===== config.mk =====
export PLATFORM = sky130hd
export DESIGN_NAME = mode_scheduler
export DESIGN_NICKNAME = d
export VERILOG_FILES = /design/src/rtl/mode_scheduler_pkg.sv /design/src/rtl/mode_scheduler_interval_timer.sv /design/src/rtl/mode_scheduler.sv
export SDC_FILE = /design/constraint.sdc
export NUM_CORES = 1
export LEC_CHECK = 0
export BUFFER_PORTS_ARGS = -buffer_cell sky130_fd_sc_hd__buf_2
export CAP_MARGIN = 20
export CORE_ASPECT_RATIO = 0.75
export CORE_MARGIN = 5
export CORE_UTILIZATION = 60
export CTS_CLUSTER_DIAMETER = 30
export DETAILED_ROUTE_END_ITERATION = 6
export HOLD_SLACK_MARGIN = 0.05
export PLACE_DENSITY = 0.87
export SLEW_MARGIN = 20
export SYNTH_ARGS = -nofsm -noshare
export SYNTH_HDL_FRONTEND = slang
export SYNTH_HIERARCHICAL = 1
export SYNTH_SLANG_ARGS = --single-unit

===== constraint.sdc =====
create_clock -name clk -period 4.17 [get_ports clk]
set_clock_uncertainty 0.15 [all_clocks]
set_input_delay 0.834 -clock clk [delete_from_list [all_inputs] [get_ports clk]]
set_output_delay 0.834 -clock clk [all_outputs]
set_load 0.01 [all_outputs]

===== src/rtl/mode_scheduler_pkg.sv =====
// Shared encodings for the stopwatch mode scheduler: mode states, LED patterns
// and the registered output bundle.
package mode_scheduler_pkg;

    typedef enum logic [1:0] {
        SW         = 2'd0,
        STASH_MAN  = 2'd1,
        STASH_AUTO = 2'd2
    } mode_t;

    localparam int unsigned LED_W = 3;

    localparam logic [LED_W-1:0] LED_ON       = 3'b111;
    localparam logic [LED_W-1:0] LED_OFF      = 3'b000;
    localparam logic [LED_W-1:0] SCROLL_FIRST = 3'b001;

    typedef struct packed {
        logic             ctl_trig;
        logic             ctl_split;
        logic             stash_next;
        logic             stash_valid;
        logic             sw_selected;
        logic [LED_W-1:0] led_left;
        logic [LED_W-1:0] led_right;
    } sched_out_t;

    localparam sched_out_t OUT_RESET = '{
        ctl_trig:    1'b0,
        ctl_split:   1'b0,
        stash_next:  1'b0,
        stash_valid: 1'b0,
        sw_selected: 1'b1,
        led_left:    LED_ON,
        led_right:   LED_OFF
    };

    function automatic int unsigned max_u(input int unsigned a, input int unsigned b);
        return (a > b) ? a : b;
    endfunction

    // One-hot scroll indicator rotates left: 001 -> 010 -> 100 -> 001.
    function automatic logic [LED_W-1:0] rotl_led(input logic [LED_W-1:0] v);
        return {v[LED_W-2:0], v[LED_W-1]};
    endfunction

endpackage


===== src/rtl/mode_scheduler_interval_timer.sv =====
// Cycle counter that raises expired while enabled and sitting at limit; it
// wraps to zero on expiry so periodic events need no extra clear.
module interval_timer #(
    parameter int unsigned W = 8
) (
    input  logic         clk,
    input  logic         clear,
    input  logic         enable,
    input  logic [W-1:0] limit,
    output logic         expired
);

    logic [W-1:0] count;

    assign expired = enable && (count == limit);

    always_ff @(posedge clk) begin
        if (clear) begin
            count <= '0;
        end else if (enable) begin
            count <= expired ? '0 : count + W'(1);
        end
    end

endmodule


===== src/rtl/mode_scheduler.sv =====
// Routes the shared debounced buttons to either the stopwatch control or the
// stash unit, with auto-scroll playback and an idle return to stopwatch mode.
module mode_scheduler
    import mode_scheduler_pkg::*;
#(
    parameter int unsigned CLK_FREQ  = 100000000,
    parameter int unsigned TIMEOUT_S = 10,
    parameter int unsigned SCROLL_S  = 2
) (
    input  logic             clk,
    input  logic             reset,
    input  logic             toggle,
    input  logic             trig,
    input  logic             split,
    input  logic             sample,
    output logic             ctl_trig,
    output logic             ctl_split,
    output logic             stash_next,
    output logic             stash_valid,
    output logic             sw_selected,
    output logic [LED_W-1:0] led_left,
    output logic [LED_W-1:0] led_right
);

    localparam int unsigned TIMEOUT_CYC = CLK_FREQ * TIMEOUT_S;
    localparam int unsigned SCROLL_CYC  = CLK_FREQ * SCROLL_S;
    localparam int unsigned MAX_CYC     = max_u(TIMEOUT_CYC, SCROLL_CYC);
    localparam int unsigned TW          = (MAX_CYC > 1) ? $clog2(MAX_CYC) : 1;

    localparam logic [TW-1:0] TIMEOUT_LIMIT = TW'(TIMEOUT_CYC - 1);
    localparam logic [TW-1:0] SCROLL_LIMIT  = TW'(SCROLL_CYC - 1);

    mode_t            state;
    mode_t            next_state;
    sched_out_t       out_q;
    sched_out_t       out_d;
    logic [LED_W-1:0] scroll_q;
    logic [LED_W-1:0] scroll_d;

    logic             tmr_clear;
    logic             tmr_enable;
    logic             tmr_expired;
    logic [TW-1:0]    tmr_limit;

    // One shared counter: idle timeout in manual mode, scroll period in auto mode.
    assign tmr_enable = (state != SW);
    assign tmr_limit  = (state == STASH_MAN) ? TIMEOUT_LIMIT : SCROLL_LIMIT;

    interval_timer #(
        .W(TW)
    ) u_timer (
        .clk     (clk),
        .clear   (tmr_clear),
        .enable  (tmr_enable),
        .limit   (tmr_limit),
        .expired (tmr_expired)
    );

    // State and output registers.
    always_ff @(posedge clk) begin
        if (reset) begin
            state    <= SW;
            out_q    <= OUT_RESET;
            scroll_q <= SCROLL_FIRST;
        end else begin
            state    <= next_state;
            out_q    <= out_d;
            scroll_q <= scroll_d;
        end
    end

    // Next state, next outputs and timer clear; toggle > split > trig > expiry.
    always_comb begin
        next_state        = state;
        scroll_d          = scroll_q;
        out_d             = OUT_RESET;
        out_d.sw_selected = 1'b0;
        out_d.led_left    = LED_OFF;
        out_d.stash_valid = sample;
        tmr_clear         = 1'b0;

        case (state)
            SW: begin
                if (toggle) begin
                    next_state = STASH_MAN;
                end else if (split) begin
                    out_d.ctl_split = 1'b1;
                end else if (trig) begin
                    out_d.ctl_trig = 1'b1;
                end
            end
            STASH_MAN: begin
                if (toggle) begin
                    next_state = SW;
                end else if (split) begin
                    next_state = STASH_AUTO;
                end else if (trig) begin
                    out_d.stash_next = 1'b1;
                    tmr_clear        = 1'b1;
                end else if (tmr_expired) begin
                    next_state = SW;
                end
            end
            STASH_AUTO: begin
                if (toggle) begin
                    next_state = SW;
                end else if (split || trig) begin
                    next_state = STASH_MAN;
                end else if (tmr_expired) begin
                    out_d.stash_next = 1'b1;
                    scroll_d         = rotl_led(scroll_q);
                end
            end
            default: begin
                next_state = SW;
            end
        endcase

        if (next_state == STASH_AUTO && state != STASH_AUTO) begin
            scroll_d = SCROLL_FIRST;
        end

        if (reset || state == SW || next_state != state) begin
            tmr_clear = 1'b1;
        end

        out_d.sw_selected = (next_state == SW);
        case (next_state)
            SW: begin
                out_d.led_left  = LED_ON;
                out_d.led_right = LED_OFF;
            end
            STASH_MAN: begin
                out_d.led_left  = LED_OFF;
                out_d.led_right = LED_ON;
            end
            default: begin
                out_d.led_left  = LED_OFF;
                out_d.led_right = scroll_d;
            end
        endcase
    end

    assign ctl_trig    = out_q.ctl_trig;
    assign ctl_split   = out_q.ctl_split;
    assign stash_next  = out_q.stash_next;
    assign stash_valid = out_q.stash_valid;
    assign sw_selected = out_q.sw_selected;
    assign led_left    = out_q.led_left;
    assign led_right   = out_q.led_right;

endmodule


### Word-level counts from Yosys, hierarchy flattened

Cells that the tools add are included.

* add/subtract/negate cells: 1
* equality and inequality tests: 7
* multiplexer cells: 26
* bitwise operators: 1
* reduce and logical (&&, ||, !) cells: 9

Operators with widths (number)
* $mux W30: 2
* $add A30 B1 Y30 const B: 1
* $eq A30 B30 Y1: 1
* $mux W3: 5
* $mux W2: 7
* $pmux W6 S2: 1
* $mux W1: 9
* $pmux W2 S3: 1
* $eq A2 B1 Y1 const B: 2
* $eq A2 B2 Y1 const B: 2
* $logic_not A2 Y1: 2
* $logic_or A1 B1 Y1: 3
* $reduce_or A3 Y1: 1
* $logic_and A1 B1 Y1: 2
* $ne A2 B2 Y1: 1
* $ne A2 B2 Y1 const B: 1
* $pmux W1 S2: 1
* $reduce_bool A2 Y1: 1
* $not A1 Y1: 1

* register bits: 46
* input bits: 6
* output and inout bits: 11
* logic and storage cells: 54

### Longest topological paths before layout

Gate-level depths: netlist of run 1.

* word-level depth: 13
* depth in mapped cells: 16
* mapped depth without buffers: 14

### Cells and area by module

Netlist of run 1, hierarchy kept.

Modules (own cells, without submodules)
* interval_timer: instances 1, cells an instance 193, area an instance 1686.6 sq um, sequential area each 600.6 sq um
* mode_scheduler: instances 1, cells an instance 73, area an instance 673.1 sq um, sequential area each 260.2 sq um

### Worst setup path after synthesis of run 1

OpenSTA, ideal clock, no wires.

* path type: reg2reg
* start point: register state[1]
* end point: register u_timer.count[9]
* setup time: 0.064 ns
* arrival: 3.605 ns
* required time: 3.956 ns
* setup slack: 0.351 ns
* stages on the path, launching flop included: 17
* buffers on the path: 2
* clock period less this slack: 3.819 ns
* cells stage by stage: dfxtp_1 inv_1 ha_1 inv_1 xnor2_1 nand4_1 or4_4 nor2_1 or3b_1 a222oi_1 nor2_1 xnor2_1 nand4_1 o21bai_1 buf_4 buf_6 nor2_1

* longest elaborated chain between the ends: 12
* elaborated cells on any way between the ends: 21
* classes of those cells: eq/ne: 4; mux: 12; reduce/logical: 5

Ends and longest elaborated chain
* from (decl): line mode_scheduler.sv:33 `mode_t state;`
* from (signal assigned): line mode_scheduler.sv:66 `state <= next_state;`
* $eq A2 B1 Y1: line mode_scheduler.sv:47 `assign tmr_limit = (state == STASH_MAN) ? TIMEOUT_LIMIT : SCROLL_LIMIT;`
* $mux W30: line mode_scheduler.sv:47
* net tmr_limit[11]: line mode_scheduler.sv:43 `logic [TW-1:0] tmr_limit;`
* $eq A30 B30 Y1: line mode_scheduler_interval_timer.sv:15 `assign expired = enable && (count == limit);`
* $logic_and A1 B1 Y1: line mode_scheduler_interval_timer.sv:15
* net tmr_expired: line mode_scheduler.sv:42 `logic tmr_expired;`
* $mux W2: line mode_scheduler.sv:100 `end else if (tmr_expired) begin`
* $mux W2: line mode_scheduler.sv:97 `end else if (trig) begin`
* $mux W2: line mode_scheduler.sv:95 `end else if (split) begin`
* $mux W2: line mode_scheduler.sv:93 `if (toggle) begin`
* $pmux W2 S3: line mode_scheduler.sv:82 `case (state)`
* $ne A2 B2 Y1: line mode_scheduler.sv:123 `if (reset || state == SW || next_state != state) begin`
* $logic_or A1 B1 Y1: line mode_scheduler.sv:123
* $mux W1: line mode_scheduler.sv:123
* net tmr_clear: line mode_scheduler.sv:40 `logic tmr_clear;`
* to (signal assigned): line mode_scheduler_interval_timer.sv:21 `count <= expired ? '0 : count + W'(1);`
* to (decl): line mode_scheduler_interval_timer.sv:13 `logic [W-1:0] count;`

The timed path passes the listed nets, and every way through them passes these cells.
A chain may end at the register's enable or synchronous reset.

### Final worst setup path of run 1

* start point: register state[1]
* end point: register u_timer.count[29]

Same word-level chain as after synthesis.

==> results.md, run 1 <==
- Clock Latency Late Sink: 0.29 ns
- H-Tree Depth: 2
- Share of cells above drive strength 1: 13.2%
- TritonCTS sink count: 43
- Worst setup path start: state[1]
- Tot GR Track Use: 20.7%
- Mean Syn Cell Area: 8.87 sq um
- Post-route ant nets: 0
- IO Pins: 17
- Netlist cell types: 46
- Cell area after synthesis: 2360 sq um
- Vias: 1915
- #FFs+latches synth: 43
- DRT Wirelength: 5060 um
- Antenna fix cells: 0
- FF-to-FF End: u_timer/count[29]
- VDD IR max: 0.173 mV
- Critical path type: flip-flop to flip-flop
- Worst setup SP type: flip-flop
- Fmax: 259 MHz
- Drc violations: 0
- Final nets: 313
- Filler Cell Count: 305
- Total of max-cap violations: 0
- Critical Path End: u_timer/count[29]
- Final hold vios: 0
- Leakage: 1.02 nW
- Initial DRC count: 115
- Cts repair resizes: 0
- R2R depth: 14
- Pwr/cell area: 299 nW/um^2
- Worst-Margin Slew: 0.667 ns
- Vias in the first global route: 1823
- Vias per inst: 5.39
- Largest net degree at the start of global routing: 30
- Crit. End Element: flip-flop
- Die height: 64.3 um
- Die width: 82.4 um
- Data required, critical path: 4.23 ns
- Antenna violations before repair: 0
- Most used DFF post-synth: dfxtp_1
- Initial Utilization: 63.2%
- Post-Syn Instances: 266
- Inserted Clock Buffers: 5
- Clock period minus worst slack: 3.86 ns
- Post-synthesis sequential area ratio: 36.5%
- Synth async-reset ratio: 0%
- DRT Pass-1 Iters: 4
- # rows: 19
- Setup Fix Bufs, Post-CTS: 0
- RSZ-0062 raised after global routing: false
- Worst Hold Class: flip-flop to flip-flop
- Synth-to-Final Area Change: 12.2%
- Reg clk slew, reported paths: 0.08 ns
- Die area: 5300 sq um
- FF-to-FF setup slack: 0.31 ns
- Max_slew headroom: 55.4%
- Final slew viol count: 0
- Syn. warnings: 6
- Clock tree from TritonCTS: done
- Post-synth EDFFs: 0
- Gr ovfl total: 0
- Final period util: 92.7%
- R2r startpoint: state[1]
- Core area: 3730 sq um
- Design area: 2650 sq um
- Max clock buf depth: 2
- Sum of negative setup slack: 0 ns
- RD Place Congestion: 0.965
- Status: finished, final reports clean
- IO Port Bufs: 16
- Avg WL per Cell: 14.2 um
- Root Driver: clkbuf_8
- First-pass GRT wire length: 8520 um
- Detail Placement HPWL: 3770 um
- Final setup fails: 0
- Worst path arrival time: 3.93 ns
- Area after DPL: 2540 sq um
- Critical Path Fanout Max: 29
- # hold bufs at CTS: 0
-- report_power, final --
group / leakage, nW / internal [mW] / switching, mW
registers: 0.348 / 0.417 / 0.00412
logic: 0.618 / 0.0357 / 0.0546
clock network: 0.0515 / 0.151 / 0.130
total: 1.02 / 0.604 / 0.189
-- cell families (layout without fill, tap and decap cells) --
family                     count (synthesis)  count (layout)  synth area share [%]
and+or+nand+nor                          112             112                  27.3
DFF                                       43              43                  36.5
xor gates and xnor gates                  54              54                  20.0
AOI/OAI and AO/OA                         30              30                  8.01
adders and majority gates                  5               5                  2.65
muxes                                      3               3                  1.33
buffers and inverters                     17              33                  3.87
other                                      2              23                 0.318
-- worst max-delay path, cell delays in order (launching register included) --
cell	delay [ns]
dfxtp_1	0.45
inv_1	0.09
ha_1	0.20
inv_1	0.13
xnor2_1	0.13
nand4_1	0.12
or4_4	0.57
nor2_1	0.16
or3b_1	0.36
a222oi_1	0.36
nor2_1	0.19
xnor2_1	0.17
nand4_1	0.13
o21bai_4	0.36
a21oi_1	0.20
-- cell type report --
cell class | instances | area [sq um] | share of cell area, %
Multi-Input combinational cell | 227 | 1500 | 56.5
Sequential cell | 43 | 861 | 32.5
Timing Repair Buffer | 19 | 103 | 3.87
Clock buffer | 8 | 100 | 3.78
Tap cell | 52 | 65.1 | 2.46
Inverter | 6 | 22.5 | 0.850
-- flip-flops by register name, summed over array words and instances, names as in the netlist --
register,cells
u_timer/count,30
led_right,3
scroll_q,3
state,2
ctl_split,1
ctl_trig,1
stash_next,1
stash_valid,1
sw_selected,1
-- per-stage QoR --
stage	util, %	instances	worst slack, ns	total power [mW]	hold WS (ns)
2_1_floorplan	-	287	0.351	0.497	0.320
5_1_grt	71.0	355	0.0649	0.840	0.396
3_5_place_dp	68.1	347	0.227	0.518	0.362
6_report	71.0	355	0.306	0.793	0.373
3_3_place_gp	68.1	347	0.386	0.516	0.336
4_1_cts	70.8	355	0.173	0.799	0.374
-- Yosys cell counts, types with 2 or more instances --
library cell / n / area (sq um)
a211oi_1: 2 / 15.0
a21oi_1: 11 / 55.1
and3_1: 2 / 12.5
and4_1: 2 / 17.5
buf_2: 3 / 15.0
buf_4: 4 / 30.0
clkbuf_1: 2 / 7.51
conb_1: 2 / 7.51
dfxtp_1: 43 / 861
ha_1: 5 / 62.6
inv_1: 6 / 22.5
mux2i_1: 2 / 20.0
nand2_1: 16 / 60.1
nand2b_1: 2 / 12.5
nand3_1: 9 / 45.0
nand4_1: 14 / 87.6
nor2_1: 32 / 120
nor2b_1: 3 / 18.8
nor3_1: 5 / 25.0
nor4_1: 6 / 37.5
o21ai_0: 9 / 45.0
o21bai_1: 3 / 22.5
or3_1: 7 / 43.8
or4_4: 2 / 22.5
xnor2_1: 21 / 184
xor2_1: 33 / 289
-- per-layer routing --
layer | GRT usage, % | wire, um | vias up
li1 | - | - | 965
met1 | 28.7 | 2400 | 896
met2 | 31.7 | 2380 | 48
met3 | 5.76 | 226 | 6
met4 | 5.19 | 47 | 0
met5 | 0 | 0 | -
-- cells in the final DEF, fill, tap and decap left out, types with 2 or more instances in the layout --
cell      instances
dfxtp_1          43
xor2_1           33
nor2_1           32
conb_1           23
xnor2_1          21
nand2_1          16
buf_2            16
nand4_1          14
a21oi_1          11
o21ai_0           9
nand3_1           9
or3_1             7
clkbuf_8          7
inv_1             6
nor4_1            6
nor3_1            5
ha_1              5
nor2b_1           3
buf_4             3
or4_4             2
o21bai_1          2
mux2i_1           2
nand2b_1          2
a211oi_1          2
and4_1            2
and3_1            2
-- worst min path at each step --
stage                      startpoint           endpoint  slack [ns]  cells past startpoint
global placement    u_timer/count[29]  u_timer/count[29]        0.34                      2
finish              u_timer/count[27]  u_timer/count[27]        0.37                      2
CTS                 u_timer/count[27]  u_timer/count[27]        0.37                      2
floorplan           u_timer/count[29]  u_timer/count[29]        0.32                      2
detailed placement  u_timer/count[27]  u_timer/count[27]        0.36                      2
global route        u_timer/count[29]  u_timer/count[29]        0.40                      2
Power figures use the tool's default switching activity.
==> run 2: changes to the inputs <==
--- a/config.mk
+++ b/config.mk
@@ -5,6 +5,7 @@
 export SDC_FILE = /design/constraint.sdc
 export NUM_CORES = 1
 export LEC_CHECK = 0
+export ABC_AREA = 1
 export BUFFER_PORTS_ARGS = -buffer_cell sky130_fd_sc_hd__buf_2
 export CAP_MARGIN = 20
 export CORE_ASPECT_RATIO = 0.75
==> results.md, run 2 <==
- DRT Pass-1 Iters: 5
- Most used DFF post-synth: dfxtp_1
- Post-place setup slack: 0.701 ns
- RD Place Congestion: 0.947
- Most common cell in the netlist: nand2_1
- Clock Latency Late Sink: 0.30 ns
- Share of cells above drive strength 1: 15.5%
- IO Pins: 17
- Synth async-reset ratio: 0%
- Die height: 71.4 um
- Antenna violations before repair: 0
- Final period util: 88.7%
- Commonest non-fill, non-tap cell in the layout: nand2_1
- Antenna fix cells: 0
- Pwr/cell area: 252 nW/um^2
- Syn. warnings: 6
- Post-route ant nets: 0
- Data required, critical path: 4.25 ns
- # rows: 22
- Final nets: 532
- Critical path type: flip-flop to flip-flop
- IO Port Bufs: 16
- Worst Hold Class: flip-flop to flip-flop
- Critical Path Fanout Max: 26
- RSZ-0062 raised after global routing: false
- First-pass GRT wire length: 12200 um
- Max FFs per register: 30
- Inserted Clock Buffers: 5
- Initial Utilization: 61.8%
- Met1 Track Usage GR: 33.5%
- Avg WL per Cell: 12.3 um
- Initial DRC count: 310
- Detail Placement HPWL: 5630 um
- #FFs+latches synth: 43
- Synth area leader: dfxtp_1
- Total of max-cap violations: 0
- Busiest metal layer after global routing: met2
- Vias per inst: 4.86
- M2 GR Usage: 33.8%
- Drc violations: 0
- Vias: 2828
- Post-Syn Instances: 468
- Sum of negative setup slack: 0 ns
- Synth area leaders: dfxtp_1 29%, nand2_1 17%, inv_1 9.5%, nor2_1 6.1%, xor2_1 6.1%
- Die width: 91.8 um
- Vias in the first global route: 2590
- Max clock buf depth: 2
- Post-synthesis sequential area ratio: 28.6%
- Worst setup SP type: flip-flop
- Final slew viol count: 0
- Most frequent cells in the layout: 139 x nand2_1, 76 x inv_1, 49 x nor2_1, 43 x dfxtp_1, 39 x conb_1
- Synth-to-Final Area Change: 10.5%
- DRT Wirelength: 7160 um
- VDD IR max: 0.181 mV
- Worst path arrival time: 3.77 ns
- Final hold vios: 0
- Final setup fails: 0
- H-Tree Depth: 2
- Status: finished, final reports clean
- Reg clk slew, reported paths: 0.08 ns
- Clock period minus worst slack: 3.70 ns
- Top reg by flops: u_timer/count
- Root Driver: clkbuf_8
- Netlist cell types: 34
- Clock tree from TritonCTS: done
- TritonCTS sink count: 43
- Leakage: 1.54 nW
- Largest net degree at the start of global routing: 27
- List of most frequent post-synthesis cells: 139 x nand2_1, 76 x inv_1, 49 x nor2_1, 43 x dfxtp_1, 28 x nor2_2
- Fmax: 270 MHz
- Tot GR Track Use: 23.2%
- Cell area after synthesis: 3010 sq um
- Post-synth EDFFs: 0
- Top cell type's share of synthesized area: 28.6%
- Met3 Usage GRT: 6.19%
- Mean Syn Cell Area: 6.44 sq um
- Die area: 6550 sq um
- Gr ovfl total: 0
- Setup ws final: 0.472 ns
- Setup Fix Bufs, Post-CTS: 0
- Core area: 4870 sq um
- Cts repair resizes: 0
- # hold bufs at CTS: 0
- Crit. End Element: flip-flop
-- run 2: cell count changes after synthesis, sizes merged, moves of 5 or more --
cell	delta
xor2	-12
nand4	-10
nand3	+18
inv	+80
nor3	+7
xnor2	-13
a21oi	-6
nand2	+132
nor2	+47
or3	-7
nor4	-5
-- run 2: per-layer routing --
metal,vias to the layer above,wire length [um]
met2,118,2910
met5,-,0
met4,0,155
li1,1472,-
met1,1217,3460
met3,21,633
-- run 2: path summary, 6_finish.rpt --
check / from / end / slack (ns) / depth (start not counted)
setup reg to reg: state[1] / u_timer/count[21] / 0.47 / 20
hold reg to reg: u_timer/count[29] / u_timer/count[29] / 0.43 / 3
setup / recovery: state[1] / u_timer/count[21] / 0.47 / 20
hold / removal: u_timer/count[29] / u_timer/count[29] / 0.43 / 3
-- run 2: worst max-delay path, stage by stage (launching register included) --
cell     delay, ns
dfxtp_1       0.38
inv_1         0.15
ha_1          0.44
inv_2         0.16
xnor2_1       0.30
nand2_1       0.08
nor2_1        0.11
nand2_1       0.08
nor2_2        0.16
nand2_4       0.10
inv_1         0.13
nand2_1       0.14
nand3_1       0.14
nand2_1       0.10
nand3_4       0.11
nor2_1        0.06
nor2_1        0.15
nand2_1       0.08
inv_1         0.22
nand2_8       0.20
nor2_1        0.16
-- run 2: cell families after synthesis --
| group | share of synthesized area, % |
|---|---|
| adder cells (fa/ha/maj) | 2.08 |
| other | 0.249 |
| flip-flops | 28.6 |
| buffers and inverters | 13.4 |
| AO/OA/AOI/OAI | 3.61 |
| XOR/XNOR | 8.43 |
| AND/OR/NAND/NOR | 43.7 |
-- run 2: area by class of cell --
cell class                      count  area, sq um
Timing Repair Buffer               16         80.1
Sequential cell                    43          861
Clock buffer                        8          100
Fill cell                         420         1540
Inverter                           86          325
Tap cell                           60         75.1
Multi-Input combinational cell    369         1890
-- run 2: where the power goes --
| part | switching (mW) | internal [mW] | total (mW) | leakage (nW) |
|---|---|---|---|---|
| logic | 0.0828 | 0.0389 | 0.122 | 1.14 |
| registers | 0.00456 | 0.417 | 0.422 | 0.348 |
| clock network | 0.144 | 0.151 | 0.296 | 0.0515 |
| total | 0.232 | 0.607 | 0.839 | 1.54 |
-- run 2: metrics by stage --
step / area, sq um / power [mW] / utilization (%) / hold slack (ns) / std cells
after floorplan: 3150 / 0.528 / - / 0.355 / 505
after global placement: 3230 / 0.547 / 66.3 / 0.380 / 574
after detailed placement: 3230 / 0.550 / 66.3 / 0.391 / 574
after CTS: 3330 / 0.842 / 68.3 / 0.410 / 582
after global routing: 3330 / 0.879 / 68.3 / 0.461 / 582
final: 3330 / 0.839 / 68.3 / 0.425 / 582
